--- config.mk ---
export PLATFORM = sky130hd
export DESIGN_NAME = regfile_wb_arb_flat
export DESIGN_NICKNAME = d
export VERILOG_FILES = /design/src/rtl/regfile_wb_arb_pkg.sv /design/src/rtl/regfile_wb_arb_if.sv /design/src/rtl/regfile_scoreboard.sv /design/src/rtl/regfile_wb_arb.sv /design/src/flat_wrapper.sv
export SDC_FILE = /design/constraint.sdc
export NUM_CORES = 1
export LEC_CHECK = 0
export ABC_AREA = 1
export CAP_MARGIN = 5
export CORE_UTILIZATION = 34
export CTS_CLUSTER_DIAMETER = 100
export DETAILED_ROUTE_END_ITERATION = 6
export PLACE_DENSITY_LB_ADDON = 0.05
export SYNTH_ARGS = -nofsm -noshare
export SYNTH_HDL_FRONTEND = slang
export SYNTH_HIERARCHICAL = 1
export SYNTH_SLANG_ARGS = --single-unit
--- constraint.sdc ---
create_clock -name clk -period 1.25 [get_ports clk]
set_input_delay 0.3125 -clock clk [delete_from_list [all_inputs] [get_ports clk]]
set_output_delay 0.3125 -clock clk [all_outputs]
set_load 0.02 [all_outputs]
--- src/rtl/regfile_wb_arb_pkg.sv ---
// Shared types and constants for the register-file write-back arbiter.
package regfile_wb_arb_pkg;

  localparam int unsigned RegAddrWidth = 5;
  localparam int unsigned RegWidth     = 32;
  localparam logic [RegWidth-1:0] ZeroWord = '0;

  typedef enum logic {
    REQ_EX  = 1'b0,
    REQ_MEM = 1'b1
  } req_e;

endpackage

--- src/rtl/regfile_wb_arb_if.sv ---
// Write-back request bundle: execute path (r0) and load path (r1).
interface regfile_wb_arb_if #(
  parameter int unsigned REG_ADDR_W = 5,
  parameter int unsigned REG_W      = 32
);

  logic                  r0_valid;
  logic [REG_ADDR_W-1:0] r0_addr;
  logic [REG_W-1:0]      r0_data;
  logic                  r0_ready;

  logic                  r1_valid;
  logic [REG_ADDR_W-1:0] r1_addr;
  logic [REG_W-1:0]      r1_data;
  logic                  r1_ready;

  modport master (
    output r0_valid, r0_addr, r0_data,
    output r1_valid, r1_addr, r1_data,
    input  r0_ready, r1_ready
  );

  modport slave (
    input  r0_valid, r0_addr, r0_data,
    input  r1_valid, r1_addr, r1_data,
    output r0_ready, r1_ready
  );

endinterface

--- src/rtl/regfile_scoreboard.sv ---
// Per-register busy scoreboard with set-over-clear priority and two query ports.
// Only built when WB_ARB_SCOREBOARD_EN is defined.
`ifdef WB_ARB_SCOREBOARD_EN
module regfile_scoreboard
  import regfile_wb_arb_pkg::*;
#(
  parameter int unsigned REG_ADDR_W = RegAddrWidth
) (
  input  logic                  clk,
  input  logic                  rst,
  input  logic                  issue_valid,
  input  logic [REG_ADDR_W-1:0] issue_addr,
  input  logic                  clr_valid,
  input  logic [REG_ADDR_W-1:0] clr_addr,
  input  logic [REG_ADDR_W-1:0] q1_addr,
  input  logic [REG_ADDR_W-1:0] q2_addr,
  output logic                  q1_busy,
  output logic                  q2_busy
);

  localparam int unsigned NumRegs = 1 << REG_ADDR_W;

  logic [NumRegs-1:1] busy_q, busy_d;
  logic [NumRegs-1:0] busy_vec, set_vec, clr_vec;
  logic               unused_bit0;

  // Bit 0 is dropped from the decoded vectors, so x0 can never become busy.
  always_comb begin
    set_vec = '0;
    clr_vec = '0;
    if (clr_valid)   clr_vec[clr_addr]   = 1'b1;
    if (issue_valid) set_vec[issue_addr] = 1'b1;
    busy_d   = (busy_q & ~clr_vec[NumRegs-1:1]) | set_vec[NumRegs-1:1];
    busy_vec = {busy_q, 1'b0};
    q1_busy  = busy_vec[q1_addr] && !(clr_valid && (clr_addr == q1_addr));
    q2_busy  = busy_vec[q2_addr] && !(clr_valid && (clr_addr == q2_addr));
  end

  assign unused_bit0 = set_vec[0] ^ clr_vec[0];

  always_ff @(posedge clk or negedge rst) begin
    if (!rst) busy_q <= '0;
    else      busy_q <= busy_d;
  end

endmodule
`endif

--- src/rtl/regfile_wb_arb.sv ---
// Round-robin write-back arbiter driving the register file's single write port.
// Optional busy scoreboard enabled by WB_ARB_SCOREBOARD_EN.
module regfile_wb_arb
  import regfile_wb_arb_pkg::*;
#(
  parameter int unsigned REG_ADDR_W = RegAddrWidth,
  parameter int unsigned REG_W      = RegWidth
) (
  input  logic                  clk,
  input  logic                  rst,
  regfile_wb_arb_if.slave       req,
  input  logic                  issue_valid,
  input  logic [REG_ADDR_W-1:0] issue_addr,
  input  logic [REG_ADDR_W-1:0] q1_addr,
  input  logic [REG_ADDR_W-1:0] q2_addr,
  output logic                  q1_busy,
  output logic                  q2_busy,
  output logic                  w_enable,
  output logic [REG_ADDR_W-1:0] w_addr,
  output logic [REG_W-1:0]      w_data
);

  req_e                  last_grant_q, last_grant_d;
  logic                  w_enable_q, w_enable_d;
  logic [REG_ADDR_W-1:0] w_addr_q, w_addr_d;
  logic [REG_W-1:0]      w_data_q, w_data_d;
  logic                  r0_ready, r1_ready;

  // Ready is gated by reset so all outputs read 0 while reset is held.
  always_comb begin
    r0_ready     = rst && req.r0_valid && (!req.r1_valid || (last_grant_q == REQ_MEM));
    r1_ready     = rst && req.r1_valid && (!req.r0_valid || (last_grant_q == REQ_EX));
    last_grant_d = last_grant_q;
    w_enable_d   = 1'b0;
    w_addr_d     = w_addr_q;
    w_data_d     = w_data_q;
    if (r0_ready) begin
      last_grant_d = REQ_EX;
      w_enable_d   = (req.r0_addr != '0);
      w_addr_d     = req.r0_addr;
      w_data_d     = req.r0_data;
    end else if (r1_ready) begin
      last_grant_d = REQ_MEM;
      w_enable_d   = (req.r1_addr != '0);
      w_addr_d     = req.r1_addr;
      w_data_d     = req.r1_data;
    end
  end

  assign req.r0_ready = r0_ready;
  assign req.r1_ready = r1_ready;

  // Reset records MEM as last winner so the execute path is favoured first.
  always_ff @(posedge clk or negedge rst) begin
    if (!rst) begin
      last_grant_q <= REQ_MEM;
      w_enable_q   <= 1'b0;
      w_addr_q     <= '0;
      w_data_q     <= REG_W'(ZeroWord);
    end else begin
      last_grant_q <= last_grant_d;
      w_enable_q   <= w_enable_d;
      w_addr_q     <= w_addr_d;
      w_data_q     <= w_data_d;
    end
  end

  assign w_enable = w_enable_q;
  assign w_addr   = w_addr_q;
  assign w_data   = w_data_q;

`ifdef WB_ARB_SCOREBOARD_EN
  regfile_scoreboard #(
    .REG_ADDR_W(REG_ADDR_W)
  ) u_scoreboard (
    .clk        (clk),
    .rst        (rst),
    .issue_valid(issue_valid),
    .issue_addr (issue_addr),
    .clr_valid  (w_enable_q),
    .clr_addr   (w_addr_q),
    .q1_addr    (q1_addr),
    .q2_addr    (q2_addr),
    .q1_busy    (q1_busy),
    .q2_busy    (q2_busy)
  );
`else
  logic unused_sb;
  assign unused_sb = ^{issue_valid, issue_addr, q1_addr, q2_addr};
  assign q1_busy   = 1'b0;
  assign q2_busy   = 1'b0;
`endif

endmodule

--- src/flat_wrapper.sv ---
// flat-port wrapper written by rule: the top's interface ports become plain ports
module regfile_wb_arb_flat import regfile_wb_arb_pkg::*;
#(
  parameter int unsigned REG_ADDR_W = RegAddrWidth,
  parameter int unsigned REG_W      = RegWidth
)
  (clk, rst, issue_valid, issue_addr, q1_addr, q2_addr, q1_busy, q2_busy, w_enable, w_addr, w_data, req_r0_valid, req_r0_addr, req_r0_data, req_r1_valid, req_r1_addr, req_r1_data, req_r0_ready, req_r1_ready);
  regfile_wb_arb_if #(.REG_ADDR_W(REG_ADDR_W), .REG_W(REG_W)) req_i ();
  input  logic clk;
  input  logic rst;
  input  logic issue_valid;
  input  logic [REG_ADDR_W-1:0] issue_addr;
  input  logic [REG_ADDR_W-1:0] q1_addr;
  input  logic [REG_ADDR_W-1:0] q2_addr;
  output logic q1_busy;
  output logic q2_busy;
  output logic w_enable;
  output logic [REG_ADDR_W-1:0] w_addr;
  output logic [REG_W-1:0] w_data;
  input wire logic [$bits(req_i.r0_valid)-1:0] req_r0_valid;
  input wire logic [$bits(req_i.r0_addr)-1:0] req_r0_addr;
  input wire logic [$bits(req_i.r0_data)-1:0] req_r0_data;
  input wire logic [$bits(req_i.r1_valid)-1:0] req_r1_valid;
  input wire logic [$bits(req_i.r1_addr)-1:0] req_r1_addr;
  input wire logic [$bits(req_i.r1_data)-1:0] req_r1_data;
  output wire logic [$bits(req_i.r0_ready)-1:0] req_r0_ready;
  output wire logic [$bits(req_i.r1_ready)-1:0] req_r1_ready;
  assign req_i.r0_valid = req_r0_valid;
  assign req_i.r0_addr = req_r0_addr;
  assign req_i.r0_data = req_r0_data;
  assign req_i.r1_valid = req_r1_valid;
  assign req_i.r1_addr = req_r1_addr;
  assign req_i.r1_data = req_r1_data;
  assign req_r0_ready = req_i.r0_ready;
  assign req_r1_ready = req_i.r1_ready;
  regfile_wb_arb #(.REG_ADDR_W(REG_ADDR_W), .REG_W(REG_W)) u_core (.clk(clk), .rst(rst), .req(req_i), .issue_valid(issue_valid), .issue_addr(issue_addr), .q1_addr(q1_addr), .q2_addr(q2_addr), .q1_busy(q1_busy), .q2_busy(q2_busy), .w_enable(w_enable), .w_addr(w_addr), .w_data(w_data));
endmodule
==> run_results.csv <==
group,metric,value,unit
sta,fmax,674.3,MHz
drt,drc,18,
outcome,violations,"DRC, setup timing",
sta,rsz0062_at_grt,"true",
grt,track_usage,19.36,%
placed_design,pre_cts_ws,-0.7372,ns
layout,final_area,3533,sq um
grt,grt_overflow,0,
sta,relSlewSlack,64.91,%
worst_setup_path,worstSetupPathType,"reg -> out",
sta,setup_viol,39,
clocking,clockBufferDepth,2,
drt,wl,6462,microns
worst_setup_path,path_depth,5,
sta,hold_violations,0,
sta,fin_crit,1.483,ns
placed_design,dp_hpwl,4421,microns
sta,finClkSkew,0.002842,ns
worst_setup_path,path_delay_family,"flip-flops",
drt,vias,2308,
layout,nFillCells,645,
clocking,clk_latency,0.29,ns
sta,worst_slew_pin_slew,0.5264,ns
layout,final_cell_mix,"80 x nand2_1, 74 x clkdlybuf4s50_1, 38 x buf_2, 38 x dfrtp_1",
power_and_ir_drop,p_leak,1.818,nW
layout,final_core_util,55.02,%
yosys,synth_cells,299,
clocking,cts_made_buffers,5,
worst_setup_path,crit_path_max_fanout,2,
drt,drtAntennaViolNets,0,
drt,dr.pass1.iters,6,
yosys,synth.avg_cell_area,7.620,sq um
power_and_ir_drop,ir_drop,514.7,uV
drt,drt_iter0_markers,162,
layout,nNetsFinal,520,
floorplanning,pin_count,136,
worst_setup_path,path_cells,"inv_2 -> nand2_4 -> nand2_8 -> clkinv_8 -> buf_8",
floorplanning,die_h,83.86,microns
yosys,synth_area_leaders,"dfrtp_1 42%, nand2_1 13%, nand3b_1 12%",
sta,tns,-4.384,ns
clocking,htreeDepth,2,
sta,slew_violations,0,
worst_setup_path,startpoint_type,"register",
floorplanning,start_util,35.48,%
layout,num_antenna_cells,0,
power_and_ir_drop,total_power,3.974,mW
drt,wl_per_cell,12.82,microns
power_and_ir_drop,p_per_area,1125,nW/um^2
yosys,ys_types,20,
sta,fin_ws,-0.2331,ns
grt,grt_start_max_net_pins,52,
yosys,synth_top_area_share,41.74,%
worst_setup_path,cp.arrival,1.17,ns
clocking,clkSinkCount,39,
yosys,ys_warn_count,6,
worst_setup_path,critPathCaptureType,"output pin",
sta,timing.final.crit_share,118.6,%
yosys,ys_seq_area_share,42.89,%
clocking,clk_pin_slew,0.08,ns
placed_design,gp_congestion,0.7640,
grt,antenna_found_initial,0,
floorplanning,rows,29,
worst_setup_path,cpMaxStageDelayCell,"dfstp_2",
layout,syn_to_final_growth,55.08,%
hold_path,hold_class,"in -> async",
floorplanning,die_area,7033,sq um
worst_setup_path,cpPeakStageDelay,0.54,ns
placed_design,port-buffer-count,117,
yosys,synth_area,2278,sq um
grt,grt_pass1_wl,10700,microns
yosys,ys_ff_latch,39,
run,maxCapViolCount,0,
floorplanning,core_area,6422,sq um
yosys,synth_top_cell_by_area,"dfrtp_1",
worst_setup_path,crit_required,0.94,ns
layout,layout-drive-gt1-share,21.08,%
worst_setup_path,reg2regPathDepth,6,
clocking,cts_tree,"done",
layout,final_common_cell,"nand2_1",
worst_setup_path,cp_num_buf_inv,3,
placed_design,place_area,3547,sq um
floorplanning,die_w,83.86,microns
grt,grt_pass1_vias,2188,
outcome,status,"finished, violations left",
clocking,root_buffer,"clkbuf_8",
drt,via_per_inst,4.579,
layout make-up:
cell class	count	area, sq um	area share [%]
clock buffers	6	82.58	2.337
clock inverters	2	35.03	0.9915
inverters	39	163.9	4.639
multi-input cells	204	1023	28.97
flip-flops and latches	39	977.2	27.66
well taps	77	96.34	2.727
repair buffers	137	1155	32.68
what timing repair did:
action | in CTS | in global routing
setup endpoints to repair | 78 | 47
setup buffers | 4 | 1
resized for setup | 159 | 16
pin swaps | 2 | 2
hold buffers | 0 | 0
per-layer routing:
layer	routed length, microns	vias up	track usage [%]
met5	0	-	0
met4	62	0	5.643
met2	3062	78	31.74
met3	446	5	4.451
li1	-	1171	-
met1	2891	1054	25.50
cell families after synthesis:
group	after synthesis	synth area share (%)
buffers and inverters	57	12.90
and+or+nand+nor	184	39.98
DFF	39	42.89
AOI/OAI and AO/OA	18	4.063
other	1	0.1646
worst paths after layout:
kind                                endpoint                start  slack (ns)
max                             req_r0_ready  u_core/last_grant_q       -0.23
min                         u_core/w_addr[2]                  rst        0.18
max reg2reg                u_core/w_data[23]  u_core/last_grant_q       -0.18
min reg2reg                u_core/w_data[13]    u_core/w_data[13]        0.48
max in group asynchronous  u_core/w_data[23]                  rst        0.70
min in group clk           u_core/w_data[13]    u_core/w_data[13]        0.48
through the flow:
stage,hold slack (ns),std cells
2_1_floorplan,0.01691,300
3_3_place_gp,0.4621,492
3_5_place_dp,0.4642,492
4_1_cts,0.1895,503
5_1_grt,0.2347,504
6_report,0.1826,504
report_power, final:
group          switching (mW)  total [mW]  internal, mW
registers              0.0863        1.54          1.45
clock network           0.461        1.11         0.646
logic                   0.728        1.33         0.602
registers in the layout (all words and copies together), names as in the netlist:
| name | flops |
|---|---|
| u_core/last_grant_q | 1 |
| u_core/w_addr | 5 |
| u_core/w_data | 32 |
| u_core/w_enable | 1 |
cells in the mapped netlist, drive strengths merged:
| master | n |
|---|---|
| nand2 | 94 |
| inv | 39 |
| dfrtp | 38 |
| nand3b | 35 |
| nor2 | 31 |
| nand3 | 24 |
| buf | 18 |
| o21ai | 16 |
| a21oi | 1 |
| conb | 1 |
| dfstp | 1 |
| o21bai | 1 |
No activity file was read; power rests on OpenSTA's default activity.
